## config.mk

```make
export PLATFORM = sky130hd
export DESIGN_NAME = mult_booth
export DESIGN_NICKNAME = d
export VERILOG_FILES = /design/src/rtl/mult_booth.sv
export SDC_FILE = /design/constraint.sdc
export NUM_CORES = 1
export LEC_CHECK = 0
export CAP_MARGIN = 20
export CELL_PAD_IN_SITES_DETAIL_PLACEMENT = 0
export CELL_PAD_IN_SITES_GLOBAL_PLACEMENT = 2
export CORE_ASPECT_RATIO = 1.25
export CORE_MARGIN = 5
export CORE_UTILIZATION = 36
export DETAILED_ROUTE_END_ITERATION = 10
export PLACE_DENSITY_LB_ADDON = 0.1
export SLEW_MARGIN = 30
export SYNTH_ARGS = -nofsm -noshare
export SYNTH_HDL_FRONTEND = slang
export SYNTH_SLANG_ARGS = --single-unit
```

## constraint.sdc

```tcl
create_clock -name clk -period 7.58 [get_ports clk]
set_input_delay 1.895 -clock clk [delete_from_list [all_inputs] [get_ports clk]]
set_output_delay 1.895 -clock clk [all_outputs]
set_load 0.005 [all_outputs]
```

## src/rtl/mult_booth.sv

```systemverilog
// Sequential signed 32x32 radix-2 Booth multiplier: one iteration per clock over 32 cycles,
// 64-bit product registered into hi/lo with a one-cycle done pulse.
module mult_booth (
   input  logic        clk,
   input  logic        reset,
   input  logic        start,
   input  logic [31:0] a_in,
   input  logic [31:0] b_in,
   output logic        busy,
   output logic        done,
   output logic [31:0] hi,
   output logic [31:0] lo
);

   typedef enum logic [1:0] {
      S_IDLE = 2'd0,
      S_RUN  = 2'd1,
      S_DONE = 2'd2
   } state_t;

   state_t      r_state;
   logic [32:0] r_a;
   logic [32:0] r_m;
   logic [31:0] r_q;
   logic        r_q_1;
   logic [5:0]  r_count;
   logic        r_busy;
   logic        r_done;
   logic [31:0] r_hi;
   logic [31:0] r_lo;

   logic [32:0] w_sum;
   logic [32:0] w_a_next;
   logic [31:0] w_q_next;

   // Booth add/subtract selected by the current multiplier bit pair
   always_comb begin
      w_sum = r_a;
      case ({r_q[0], r_q_1})
         2'b01:   w_sum = r_a + r_m;
         2'b10:   w_sum = r_a - r_m;
         default: w_sum = r_a;
      endcase
   end

   assign w_a_next = {w_sum[32], w_sum[32:1]};
   assign w_q_next = {w_sum[0], r_q[31:1]};

   // Control FSM, datapath registers and registered outputs
   always_ff @(posedge clk or negedge reset) begin
      if (!reset) begin
         r_state <= S_IDLE;
         r_a     <= 33'd0;
         r_m     <= 33'd0;
         r_q     <= 32'd0;
         r_q_1   <= 1'b0;
         r_count <= 6'd0;
         r_busy  <= 1'b0;
         r_done  <= 1'b0;
         r_hi    <= 32'd0;
         r_lo    <= 32'd0;
      end else begin
         case (r_state)
            S_RUN: begin
               r_a     <= w_a_next;
               r_q     <= w_q_next;
               r_q_1   <= r_q[0];
               r_count <= r_count + 6'd1;
               if (r_count == 6'd31) begin
                  r_hi    <= w_a_next[31:0];
                  r_lo    <= w_q_next;
                  r_state <= S_DONE;
                  r_busy  <= 1'b0;
                  r_done  <= 1'b1;
               end else begin
                  r_state <= S_RUN;
                  r_busy  <= 1'b1;
                  r_done  <= 1'b0;
               end
            end
            // The edge leaving DONE is the IDLE re-entry edge, so a start seen there is
            // accepted directly; this keeps back-to-back throughput at one product per 33 cycles.
            S_IDLE, S_DONE: begin
               r_done <= 1'b0;
               if (start) begin
                  r_m     <= {a_in[31], a_in};
                  r_q     <= b_in;
                  r_a     <= 33'd0;
                  r_q_1   <= 1'b0;
                  r_count <= 6'd0;
                  r_state <= S_RUN;
                  r_busy  <= 1'b1;
               end else begin
                  r_state <= S_IDLE;
                  r_busy  <= 1'b0;
               end
            end
            default: begin
               r_state <= S_IDLE;
               r_busy  <= 1'b0;
               r_done  <= 1'b0;
            end
         endcase
      end
   end

   assign busy = r_busy;
   assign done = r_done;
   assign hi   = r_hi;
   assign lo   = r_lo;

endmodule

```

=== After elaboration in Yosys (flattened, before gate mapping) ===
Cells that the tools add are included.

* Bits in writable memories: 0
* Logic and storage cells: 42
* Memories kept: 0
* Bits in latches: 0
* Memory bits (read-only): 0
* Bits of input ports: 67
* Register bits after elaboration: 172

* Equality and inequality tests: 6
* Div/mod/pow operators: 0
* Add/sub/neg operators: 3
* Bitwise operators: 0
* Order comparisons: 0
* Multipliers: 0
* Mux-type cells: 17
* Shift-type cells: 0
* Reductions and logical operators: 6

{| class="wikitable"
|+ Operators by type and width
! operator !! number
|-
| $pmux 33 s2 || 2
|-
| $pmux 32 s2 || 1
|-
| $add 33x33->33 || 1
|-
| $mux 33 || 1
|-
| $sub 33x33->33 || 1
|-
| $mux 32 || 1
|-
| $pmux 6 s2 || 1
|-
| $add 6x1->6 const B || 1
|-
| $eq 6x5->1 const B || 1
|-
| $mux 1 || 6
|-
| $mux 6 || 1
|-
| $reduce_and 2->1 || 3
|-
| $eq 2x1->1 const B || 2
|-
| $eq 2x2->1 const B || 2
|-
| $pmux 1 s2 || 2
|-
| $pmux 2 s2 || 1
|-
| $logic_not 2->1 || 1
|-
| $mux 2 || 1
|-
| $ne 2x2->1 const B || 1
|-
| $reduce_bool 2->1 || 1
|-
| $reduce_or 2->1 || 1
|}

=== Longest topological paths before layout ===
Gate-level depths: netlist (run 1).

* Word-level depth: 4
* Mapped depth: 19
* Gate-level depth less buffers: 18

=== Worst setup path before layout (run 1) ===
Ideal clock, no wire load.

* Kind: register to register
* From: register r_m[3]
* To: register r_a[31]
* Path buffers: 1
* Stages on the path, launching flop included: 20
* Library setup time: 0.083 ns
* Period minus slack after synthesis: 4.570 ns
* Setup slack: 3.010 ns
* Required time: 7.497 ns
* Arrival time: 4.487 ns
* Cell sequence: dfrtp_1 or4_4 or3_2 nor4_4 and2_1 buf_2 inv_1 nor2_1 a21oi_1 xnor2_1 ha_1 a21o_1 a21o_1 a21oi_2 o21ai_0 a221oi_1 a21boi_0 or4b_4 a211o_1 o21ai_0

* Longest elaborated chain between the ends: 3
* Elaborated cells on any way between the ends: 4

{| class="wikitable"
|+ Ends and longest elaborated chain
! what !! line !! source
|-
| start, declared || 23 || <nowiki>logic [32:0] r_m;</nowiki>
|-
| start signal, assigned || 86 || <nowiki>r_m <= {a_in[31], a_in};</nowiki>
|-
| $sub 33x33->33 or $add 33x33->33 (tied branches) || 41, 40 ||
|-
| $pmux 33 s2 * || 39 || <nowiki>case ({r_q[0], r_q_1})</nowiki>
|-
| $pmux 33 s2 * || 63 || <nowiki>case (r_state)</nowiki>
|-
| end signal, assigned || 65 || <nowiki>r_a <= w_a_next;</nowiki>
|-
| end, declared || 22 || <nowiki>logic [32:0] r_a;</nowiki>
|}

Every way passes the cells marked *; elsewhere a longest branch is shown, timed or not.
A chain may end at the register's enable or synchronous reset.

=== Final worst setup path (run 1) ===
Ends and elaborated chain as after synthesis.

==> metrics.csv, run 1 <==
stage,metric,value,unit
clock_network,post-CTS setup buffers,0,
grt,Tot GR Track Use,18.8,%
logic_synthesis,Synth area leaders,"dfrtp_1, nand2_1, o21ai_0, ha_1, xnor2_1",
floorplan,Core ar.,25800,µm²
logic_synthesis,Ys Warns,0,
clock_network,worst skew pair latency,440,ps
place,GP Congestion,0.844,
route,Routed Antenna Nets,0,
sta,RSZ-0062 raised after global routing,false,
clock_network,root buffer cell,clkbuf_16,
power,PwrDens,512,nW/µm²
critical_path,CP startpoint kind,register,
sta,Period minus WS final,5130,ps
logic_synthesis,synth unique cells,64,
grt,largest net degree at the start of global routing,79,
logic_synthesis,Syn Inst Count,1069,
logic_synthesis,predominant post-synthesis flop cell,dfrtp_1,
clock_network,CTS tree,done,
logic_synthesis,post-synthesis sequential area ratio,45.3,%
outcome,status,"finished, final reports clean",
place,dpl hpwl,19000,µm
clock_network,clock sink count,170,
worst_hold_path,worst hold path class,reg2reg,
logic_synthesis,Mapped Avg Cell Area,8.78,µm²
sta,final cycle utilization of the critical path,67.6,%
route,final wirelength,27000,µm
route,Via density,5.11,
logic_synthesis,Synth top cells by count,"nand2_1, dfrtp_1, o21ai_0",
logic_synthesis,Mapped Area,9390,µm²
sta,Final Max Tran Viols,0,
route,routed vias,7809,
sta,Final Setup Violations,0,
finish,Antenna diodes,0,
clock_network,clock transition at the registers of the reported paths,70,ps
logic_synthesis,top-count cell post-synth,nand2_1,
floorplan,Die X,154,µm
job,number of max-cap violations,0,
logic_synthesis,share of the synthesized area in the top cell type,45.3,%
sta,Tightest Pin Transition,826,ps
sta,Worst Skew,15.8,ps
clock_network,# hold bufs at CTS,0,
logic_synthesis,"area leader, netlist",dfrtp_1,
finish,fin util,45.1,%
sta,final hold viol count,0,
power,static leakage power,5.29,nW
finish,layout cells sized above 1,6.15,%
grt,first-pass GRT wire length,43900,µm
critical_path,reg2reg setup slack,2450,ps
place,Port-buffer cells,132,
clock_network,clock buffer depth,2,
floorplan,FP Rows,66,
grt,antenna violations before repair,0,
critical_path,CP arrival,5480,ps
clock_network,total number of H-tree levels,4,
sta,setup TNS,0,ps
clock_network,Resized Gates After CTS,0,
logic_synthesis,Async SR Flop Fraction,100,%
grt,grt total ovfl,0,
logic_synthesis,syn nets,1172,
critical_path,Worst Setup End Kind,register,
sta,Max-Slew Margin vs Limit,44.7,%
critical_path,critical path class,reg2reg,
route,DR WL/cell,17.7,µm
critical_path,"Max FO, Critical Path",7,
clock_network,cts bufs inserted,17,
logic_synthesis,number of synthesized flops with an enable pin,0,
finish,synth-to-layout area growth,24.2,%
floorplan,Chip Height,191,µm
power,Peak VDD IR,0.000182,V
sta,FMAX,195,MHz
route,drt initial violations,305,
route,Pre-antenna DRT Iters,5,
floorplan,DIE AREA,29400,µm²
grt,vias in the first global route,8049,
critical_path,CP required,7940,ps
floorplan,Initial Utilization,36.3,%
logic_synthesis,"FF+latch count, synth",170,
route,DRC,0,
floorplan,I/O pin total,133,
finish,Final nets,1277,
-- final cells by class --
type / instances / area (µm²)
repair buffers: 142 / 1400
multi-input cells: 819 / 4850
clock inverters: 12 / 188
clock buffers: 20 / 447
fillers: 2608 / 14200
well taps: 340 / 425
flip-flops and latches: 170 / 4260
inverters: 24 / 90.1
-- sequential cells by signal, summed over array words and instances, names as in the netlist --
register and flops:
r_m 32, hi 32, r_state 2, lo 32, done 1, r_q 32
r_count 6, r_a 32, r_q_1 1
-- cells by family after synthesis --
kind of cell | count (synthesis) | synth area share (%)
and+or+nand+nor | 436 | 20.3
buffers and inverters | 80 | 3.25
muxes | 44 | 4.82
AOI/OAI and AO/OA | 245 | 16.0
xor gates and xnor gates | 58 | 5.41
DFF | 170 | 45.3
adders and majority gates | 36 | 4.88
-- layout by cell type (no fill, tap or decap), types with 7 or more instances in the layout --
| master | instances |
|---|---|
| nand2_1 | 298 |
| nor2_1 | 40 |
| clkbuf_16 | 17 |
| dfrtp_1 | 169 |
| xnor2_1 | 43 |
| a31oi_1 | 13 |
| mux2i_1 | 34 |
| clkdlybuf4s50_1 | 131 |
| nand3_1 | 23 |
| a22o_1 | 20 |
| inv_1 | 23 |
| ha_1 | 35 |
| o21ai_0 | 98 |
| nand2b_1 | 7 |
| nor3_1 | 14 |
| a21o_1 | 12 |
| mux2_2 | 10 |
| buf_4 | 9 |
| xor2_1 | 15 |
| a21oi_1 | 57 |
| or3_1 | 9 |
-- final timing paths --
kind | startpoint | to | depth (start not counted)
setup / recovery | r_m[3]$_DFFE_PN0P_ | r_a[31]$_DFFE_PN0P_ | 18
hold / removal | lo[22]$_DFFE_PN0P_ | lo[22]$_DFFE_PN0P_ | 2
setup reg to reg | r_m[3]$_DFFE_PN0P_ | r_a[31]$_DFFE_PN0P_ | 18
hold reg to reg | lo[22]$_DFFE_PN0P_ | lo[22]$_DFFE_PN0P_ | 2
max in group asynchronous | reset | hi[14]$_DFFE_PN0P_ | 2
min in group asynchronous | reset | r_m[11]$_DFFE_PN0P_ | 1
-- worst max-delay path, cell delays in order, from the launching register on --
cell	delay [ps]
dfrtp_1	440
or4_4	550
or3_2	470
nor4_4	200
and2_1	370
inv_1	70
nor2_1	250
a21oi_1	130
xnor2_1	150
ha_1	350
a21o_1	200
a21o_1	180
a21oi_2	240
o21ai_0	110
a221oi_1	290
a21boi_0	150
or4b_4	530
a211o_1	300
o21ai_0	70
-- where the power goes --
group,leakage [nW],internal [W],switching [W]
clock,0.295,0.000566,0.000399
sequential,2.07,0.00132,0.000341
combinational,2.92,0.00152,0.00182
-- metal layers --
metal  GRT usage [%]  vias to the layer above  share of wire [%]
li1                -                     3877                  -
met1            22.5                     3758                 42
met4            5.78                        0                2.0
met5               0                        -                  0
met2            33.9                      143                 52
met3            4.00                       31                3.9
-- metrics by stage --
step	hold WS (ps)	instance area, µm²	setup slack (ps)	instances	power (W)
3_5_place_dp	461	11000	2510	1495	0.00504
3_3_place_gp	460	11000	2570	1495	0.00505
6_report	473	11700	2450	1527	0.00597
5_1_grt	500	11700	2100	1527	0.00650
2_1_floorplan	455	9390	3010	1069	0.00391
4_1_cts	481	11700	2480	1527	0.00605
Power figures use the tool's default switching activity.
==> run 2: changes to the inputs <==
Settings changed: CORE_UTILIZATION 36 to 30.
Clock period 7.58 ns to 4.6 ns, I/O delays scaled along.
==> metrics.csv, run 2 (synthesized netlist as in run 1, its figures left out) <==
stage,metric,value,unit,change
route,Pre-antenna DRT Iters,4,,-1
floorplan,Chip Height,208,µm,+9.0%
floorplan,Core ar.,30900,µm²,+20%
floorplan,I/O pin total,133,,unchanged
critical_path,CP startpoint kind,register,,
critical_path,CP peak stage delay,530,ps,-20 ps
power,total power,0.0104,W,+75%
sta,Fin Hold WS,472,ps,-0.315 ps
critical_path,CP cell instances,"or4_4, or3_4, nor4_4, and2_4, buf_6, buf_6, a31oi_4, xnor2_1, ha_2, and2_1, nand2_1, or3_1, nand3b_1, a21bo_2, a2111oi_2, nor3_1, mux2_2",,
floorplan,Initial Utilization,30.4,%,-5.9 points
floorplan,Die X,168,µm,+8.9%
sta,Final Max Tran Viols,0,,unchanged
critical_path,"Top cell by count, worst path",buf_6,,
clock_network,cts bufs inserted,17,,unchanged
place,placed instance area,11400,µm²,+3.8%
sta,final cycle utilization of the critical path,96.6,%,+29 points
clock_network,clock sink count,170,,unchanged
sta,RSZ-0062 raised after global routing,true,,
critical_path,Slowest cell on crit path,or4_4,,
grt,antenna violations before repair,0,,unchanged
clock_network,worst skew pair latency,440,ps,about the same
critical_path,R2R cell count,17,,-1
finish,layout cells sized above 1,11.2,%,+5.1 points
grt,largest net degree at the start of global routing,79,,unchanged
critical_path,CP arrival,4760,ps,-720 ps
sta,Tightest Pin Transition,893,ps,+67.3 ps
clock_network,CTS tree,done,,
finish,most frequent cells in the layout,"nand2_1, dfrtp_1, clkdlybuf4s50_1",,
finish,Antenna diodes,0,,unchanged
clock_network,total number of H-tree levels,4,,unchanged
clock_network,root buffer cell,clkbuf_16,,
grt,first-pass GRT wire length,47300,µm,+7.6%
worst_hold_path,Worst Hold Launch,hi[20]$_DFFE_PN0P_,,
clock_network,# hold bufs at CTS,0,,unchanged
clock_network,clock transition at the registers of the reported paths,70,ps,about the same
worst_hold_path,hold endpoint,hi[20]$_DFFE_PN0P_,,
sta,Max-Slew Margin vs Limit,40.4,%,-4.2 points
critical_path,Critical R2R Capture,hi[29]$_DFFE_PN0P_,,
worst_hold_path,Hold Path Depth,2,,unchanged
route,drt initial violations,335,,+9.8%
grt,grt total ovfl,0,,unchanged
route,DRC,0,,unchanged
route,Via density,4.88,,-4.7%
critical_path,"CP delay by family, top",simple AND/OR/NAND/NOR gates,,
power,Peak VDD IR,0.000269,V,+48%
route,DR WL/cell,18.0,µm,+1.4%
critical_path,CP bufs+invs,2,,+1
finish,"commonest non-fill, non-tap cell in the layout",nand2_1,,
finish,area of the multi-input gates,4950,µm²,+2.2%
route,routed vias,7971,,+2.1%
outcome,status,"finished, final reports clean",,
place,GP Congestion,0.883,,+4.6%
clock_network,clock buffer depth,2,,unchanged
route,Routed Antenna Nets,0,,unchanged
floorplan,FP Rows,72,,+9.1%
finish,Final nets,1319,,+3.3%
worst_hold_path,worst hold path class,reg2reg,,
job,number of max-cap violations,0,,unchanged
finish,post-route cell area,12100,µm²,+4.2%
route,final wirelength,29400,µm,+8.6%
finish,Storage cell area,4260,µm²,unchanged
place,Port-buffer cells,132,,unchanged
sta,Worst Skew,10.1,ps,-5.78 ps
critical_path,CP required,4920,ps,-3020 ps
sta,final hold viol count,0,,unchanged
sta,FMAX,225,MHz,+15%
finish,fillers,3202,,+23%
power,PwrDens,857,nW/µm²,+67%
floorplan,DIE AREA,35000,µm²,+19%
grt,Tot GR Track Use,16.9,%,-1.9 points
critical_path,worst r2r src,r_m[5]$_DFFE_PN0P_,,
power,static leakage power,5.51,nW,+4.1%
critical_path,reg2reg setup slack,160,ps,-2290 ps
place,dpl hpwl,20900,µm,+10%
critical_path,"Max FO, Critical Path",7,,unchanged
critical_path,Worst Setup End Kind,register,,
sta,Final Setup Violations,0,,unchanged
critical_path,critical path class,reg2reg,,
finish,synth-to-layout area growth,29.4,%,
grt,vias in the first global route,8381,,+4.1%
sta,Period minus WS final,4440,ps,-685 ps
==> run 2: cell types whose count changed in the layout (fill, tap and decap cells not counted), sizes merged <==
cell / previous run / this run
bufinv: 4 / 2
clkinvlp: 4 / 1
buf: 11 / 52
clkbuf: 20 / 21
inv: 27 / 28
clkinv: 1 / 4
==> run 2: worst max path at each step <==
| stage | end | cells past startpoint | slack, ps | startpoint |
|---|---|---|---|---|
| 5_1_grt | hi[31]$_DFFE_PN0P_ | 15 | -70 | r_m[15]$_DFFE_PN0P_ |
| 3_3_place_gp | hi[22]$_DFFE_PN0P_ | 18 | 10 | r_m[5]$_DFFE_PN0P_ |
| 6_report | hi[29]$_DFFE_PN0P_ | 17 | 160 | r_m[5]$_DFFE_PN0P_ |
| 3_5_place_dp | hi[22]$_DFFE_PN0P_ | 18 | -20 | r_m[5]$_DFFE_PN0P_ |
| 2_1_floorplan | r_a[31]$_DFFE_PN0P_ | 19 | 30 | r_m[3]$_DFFE_PN0P_ |
| 4_1_cts | hi[22]$_DFFE_PN0P_ | 18 | 8 | r_m[5]$_DFFE_PN0P_ |
==> run 2: cell type report <==
type | instances | share of cell area [%]
Multi-Input combinational cell | 819 | 40.8
Clock inverter | 11 | 1.12
Clock buffer | 20 | 3.76
Inverter | 24 | 0.742
Sequential cell | 170 | 35.0
Tap cell | 407 | 4.19
Timing Repair Buffer | 184 | 14.4
==> run 2: per-layer routing <==
layer / track usage [%] / wire, µm / up-vias
met5: 0 / 0 / -
met4: 4.68 / 554 / 0
met3: 3.49 / 1070 / 28
met2: 30.4 / 15000 / 150
met1: 20.3 / 12700 / 3831
li1: - / - / 3962
==> run 2: worst reg2reg max path, stage by stage, from the launching register on <==
cell,delay [ps]
dfrtp_1,390
or4_4,530
or3_4,360
nor4_4,250
and2_4,220
buf_6,110
buf_6,100
a31oi_4,70
xnor2_1,160
ha_2,400
and2_1,170
nand2_1,60
or3_1,330
nand3b_1,190
a21bo_2,260
a2111oi_2,340
nor3_1,110
mux2_2,270
==> run 2: repair_timing <==
item | 4_1_cts | 5_1_grt
setup buffers | 0 | 1
setup endpoints to repair | 7 | 18
gates resized for setup | 3 | 31
pin swaps | 1 | 18
==> run 2: where the power goes <==
part,total [W],switching (W),internal (W)
combinational,0.00618,0.00326,0.00292
clock,0.00149,0.000656,0.000838
sequential,0.00274,0.000560,0.00218
==> run 2: per-stage QoR <==
stage	util (%)	worst slack, ps	TNS (ps)	std cells
4_1_cts	38.9	8.10	0	1634
3_5_place_dp	37.0	-17.3	-42.2	1603
6_report	39.3	158	0	1635
5_1_grt	39.3	-74.9	-274	1635
2_1_floorplan	-	30.4	0	1069
3_3_place_gp	37.0	13.1	0	1603
==> run 3: changes to the inputs <==
==> constraint.sdc (replaced) <==
create_clock -name clk -period 4.6 [get_ports clk]
set_input_delay 0.92 -clock clk [delete_from_list [all_inputs] [get_ports clk]]
set_output_delay 0.92 -clock clk [all_outputs]
set_load 0.005 [all_outputs]
==> metrics.csv, run 3 (synthesized netlist as in run 1, its figures left out) <==
stage,metric,value,unit,change
outcome,status,"finished, final reports clean",,
floorplan,Die X,168,µm,unchanged
grt,antenna violations before repair,0,,unchanged
place,dpl hpwl,20800,µm,-0.35%
place,Port-buffer cells,132,,unchanged
route,Routed met3 length,1090,µm,+2.0%
critical_path,critical path class,reg2reg,,
route,Via density,4.80,,-1.5%
sta,final hold viol count,0,,unchanged
grt,Tot GR Track Use,16.9,%,+0.027 points
route,DR WL/cell,17.8,µm,-0.86%
critical_path,CP cell instances,"or4_4, or3_4, nor4_4, and2_4, inv_2, nor2_4, a21oi_2, xnor2_1, ha_1, a21o_1, a21o_1, a21oi_2, o21ai_1, a221oi_2, a21boi_1, or4b_4, a21o_1, a31oi_1",,
route,wl on met1,12400,µm,-2.6%
place,placed instance area,11400,µm²,+0.11%
route,routed vias,7897,,-0.93%
power,PwrDens,870,nW/µm²,+1.5%
route,Routed Antenna Nets,0,,unchanged
sta,Final Max Tran Viols,0,,unchanged
clock_network,clock buffer depth,2,,unchanged
floorplan,Initial Utilization,30.4,%,unchanged
clock_network,CTS tree,done,,
finish,most frequent cells in the layout,"nand2_1, dfrtp_1, clkdlybuf4s50_1",,
power,Peak VDD IR,0.000298,V,+11%
clock_network,root buffer cell,clkbuf_16,,
finish,synth-to-layout area growth,31.6,%,
finish,Final nets,1328,,+0.68%
job,number of max-cap violations,0,,unchanged
worst_hold_path,worst hold path class,reg2reg,,
route,final wirelength,29300,µm,-0.32%
critical_path,"Max FO, Critical Path",4,,-3
route,highest routing layer actually used,met4,,
route,WL met2,15400,µm,+2.9%
clock_network,# hold bufs at CTS,0,,unchanged
grt,first-pass GRT wire length,47200,µm,about the same
power,static leakage power,5.57,nW,+1.2%
critical_path,Slowest cell on crit path,or4b_4,,
finish,layout cells sized above 1,13.2,%,+1.9 points
grt,largest net degree at the start of global routing,93,,+18%
route,Pre-antenna DRT Iters,4,,unchanged
critical_path,CP required,4950,ps,+30 ps
floorplan,FP Rows,72,,unchanged
critical_path,CP startpoint kind,register,,
place,GP Congestion,0.892,,+1.0%
floorplan,DIE AREA,35000,µm²,unchanged
place,Place WS,-36.5,ps,-19.3 ps
sta,final setup margin,162,ps,+4.16 ps
grt,vias in the first global route,8397,,+0.19%
sta,Worst Skew,13.3,ps,+3.24 ps
sta,RSZ-0062 raised after global routing,true,,
finish,"commonest non-fill, non-tap cell in the layout",nand2_1,,
finish,post-route cell area,12400,µm²,+1.7%
route,drt initial violations,342,,+2.1%
clock_network,total number of H-tree levels,4,,unchanged
critical_path,CP arrival,4790,ps,+30 ps
sta,final cycle utilization of the critical path,96.5,%,about the same
clock_network,worst skew pair latency,440,ps,about the same
sta,Period minus WS final,4440,ps,-4.16 ps
floorplan,I/O pin total,133,,unchanged
sta,Final Setup Violations,0,,unchanged
clock_network,clock sink count,170,,unchanged
floorplan,Chip Height,208,µm,unchanged
floorplan,Core ar.,30900,µm²,unchanged
finish,Antenna diodes,0,,unchanged
sta,Tightest Pin Transition,913,ps,+20.0 ps
clock_network,clock transition at the registers of the reported paths,70,ps,about the same
sta,Max-Slew Margin vs Limit,39.1,%,-1.3 points
grt,grt total ovfl,0,,unchanged
critical_path,"Top cell by count, worst path",a21o_1,,
critical_path,CP peak stage delay,570,ps,+40 ps
route,DRC,0,,unchanged
critical_path,Worst Setup End Kind,register,,
clock_network,cts bufs inserted,17,,unchanged
sta,FMAX,225,MHz,about the same
==> run 3: per-layer routing <==
metal | global-route usage [%] | up-vias
li1 | - | 3974
met1 | 19.9 | 3790
met2 | 31.1 | 112
met3 | 3.71 | 21
met4 | 4.00 | 0
met5 | 0 | -
==> run 3: layout make-up <==
class / count / area, µm²
clock buffers: 18 / 429
clock inverters: 13 / 159
flip-flops and latches: 170 / 4260
multi-input cells: 819 / 5090
inverters: 24 / 90.1
repair buffers: 193 / 1820
well taps: 407 / 509
fillers: 3141 / 18500
==> run 3: through the flow <==
step / total power, W / TNS (ps) / utilization (%) / hold slack, ps / instances
5_1_grt: 0.0118 / -275 / 40.0 / 492 / 1644
3_3_place_gp: 0.00880 / 0 / 37.0 / 457 / 1603
4_1_cts: 0.0104 / 0 / 38.9 / 482 / 1634
2_1_floorplan: 0.00644 / 0 / - / 455 / 1069
3_5_place_dp: 0.00880 / -73.2 / 37.0 / 462 / 1603
6_report: 0.0107 / 0 / 40.0 / 476 / 1644
==> run 3: critical path, delay by kind of cell, from the launching register on <==
kind / cells / cell delay [ps]
AOI/OAI and AO/OA: 9 / 1360
xor gates and xnor gates: 1 / 120
adders and majority gates: 1 / 320
buffers and inverters: 1 / 50
DFF: 1 / 380
and+or+nand+nor: 6 / 2120
==> run 3: path summary, 6_finish.rpt <==
| check | start | end | cells past startpoint | slack [ps] |
|---|---|---|---|---|
| setup / recovery | r_m[2]$_DFFE_PN0P_ | hi[31]$_DFFE_PN0P_ | 18 | 160 |
| hold / removal | lo[7]$_DFFE_PN0P_ | lo[7]$_DFFE_PN0P_ | 2 | 480 |
| setup reg to reg | r_m[2]$_DFFE_PN0P_ | hi[31]$_DFFE_PN0P_ | 18 | 160 |
| hold reg to reg | lo[7]$_DFFE_PN0P_ | lo[7]$_DFFE_PN0P_ | 2 | 480 |
| max in group asynchronous | reset | r_a[30]$_DFFE_PN0P_ | 2 | 3060 |
| min in group asynchronous | reset | r_m[8]$_DFFE_PN0P_ | 1 | 530 |
==> run 3: repair_timing <==
| item | 4_1_cts | 5_1_grt |
|---|---|---|
| endpoints found under the setup margin | 7 | 20 |
| setup buffers | 0 | 10 |
| pin swaps | 0 | 49 |
| resized for setup | 1 | 62 |
==> run 3: where the power goes <==
part / internal [W] / switching (W)
logic: 0.00314 / 0.00336
clock network: 0.000815 / 0.000684
registers: 0.00218 / 0.000566
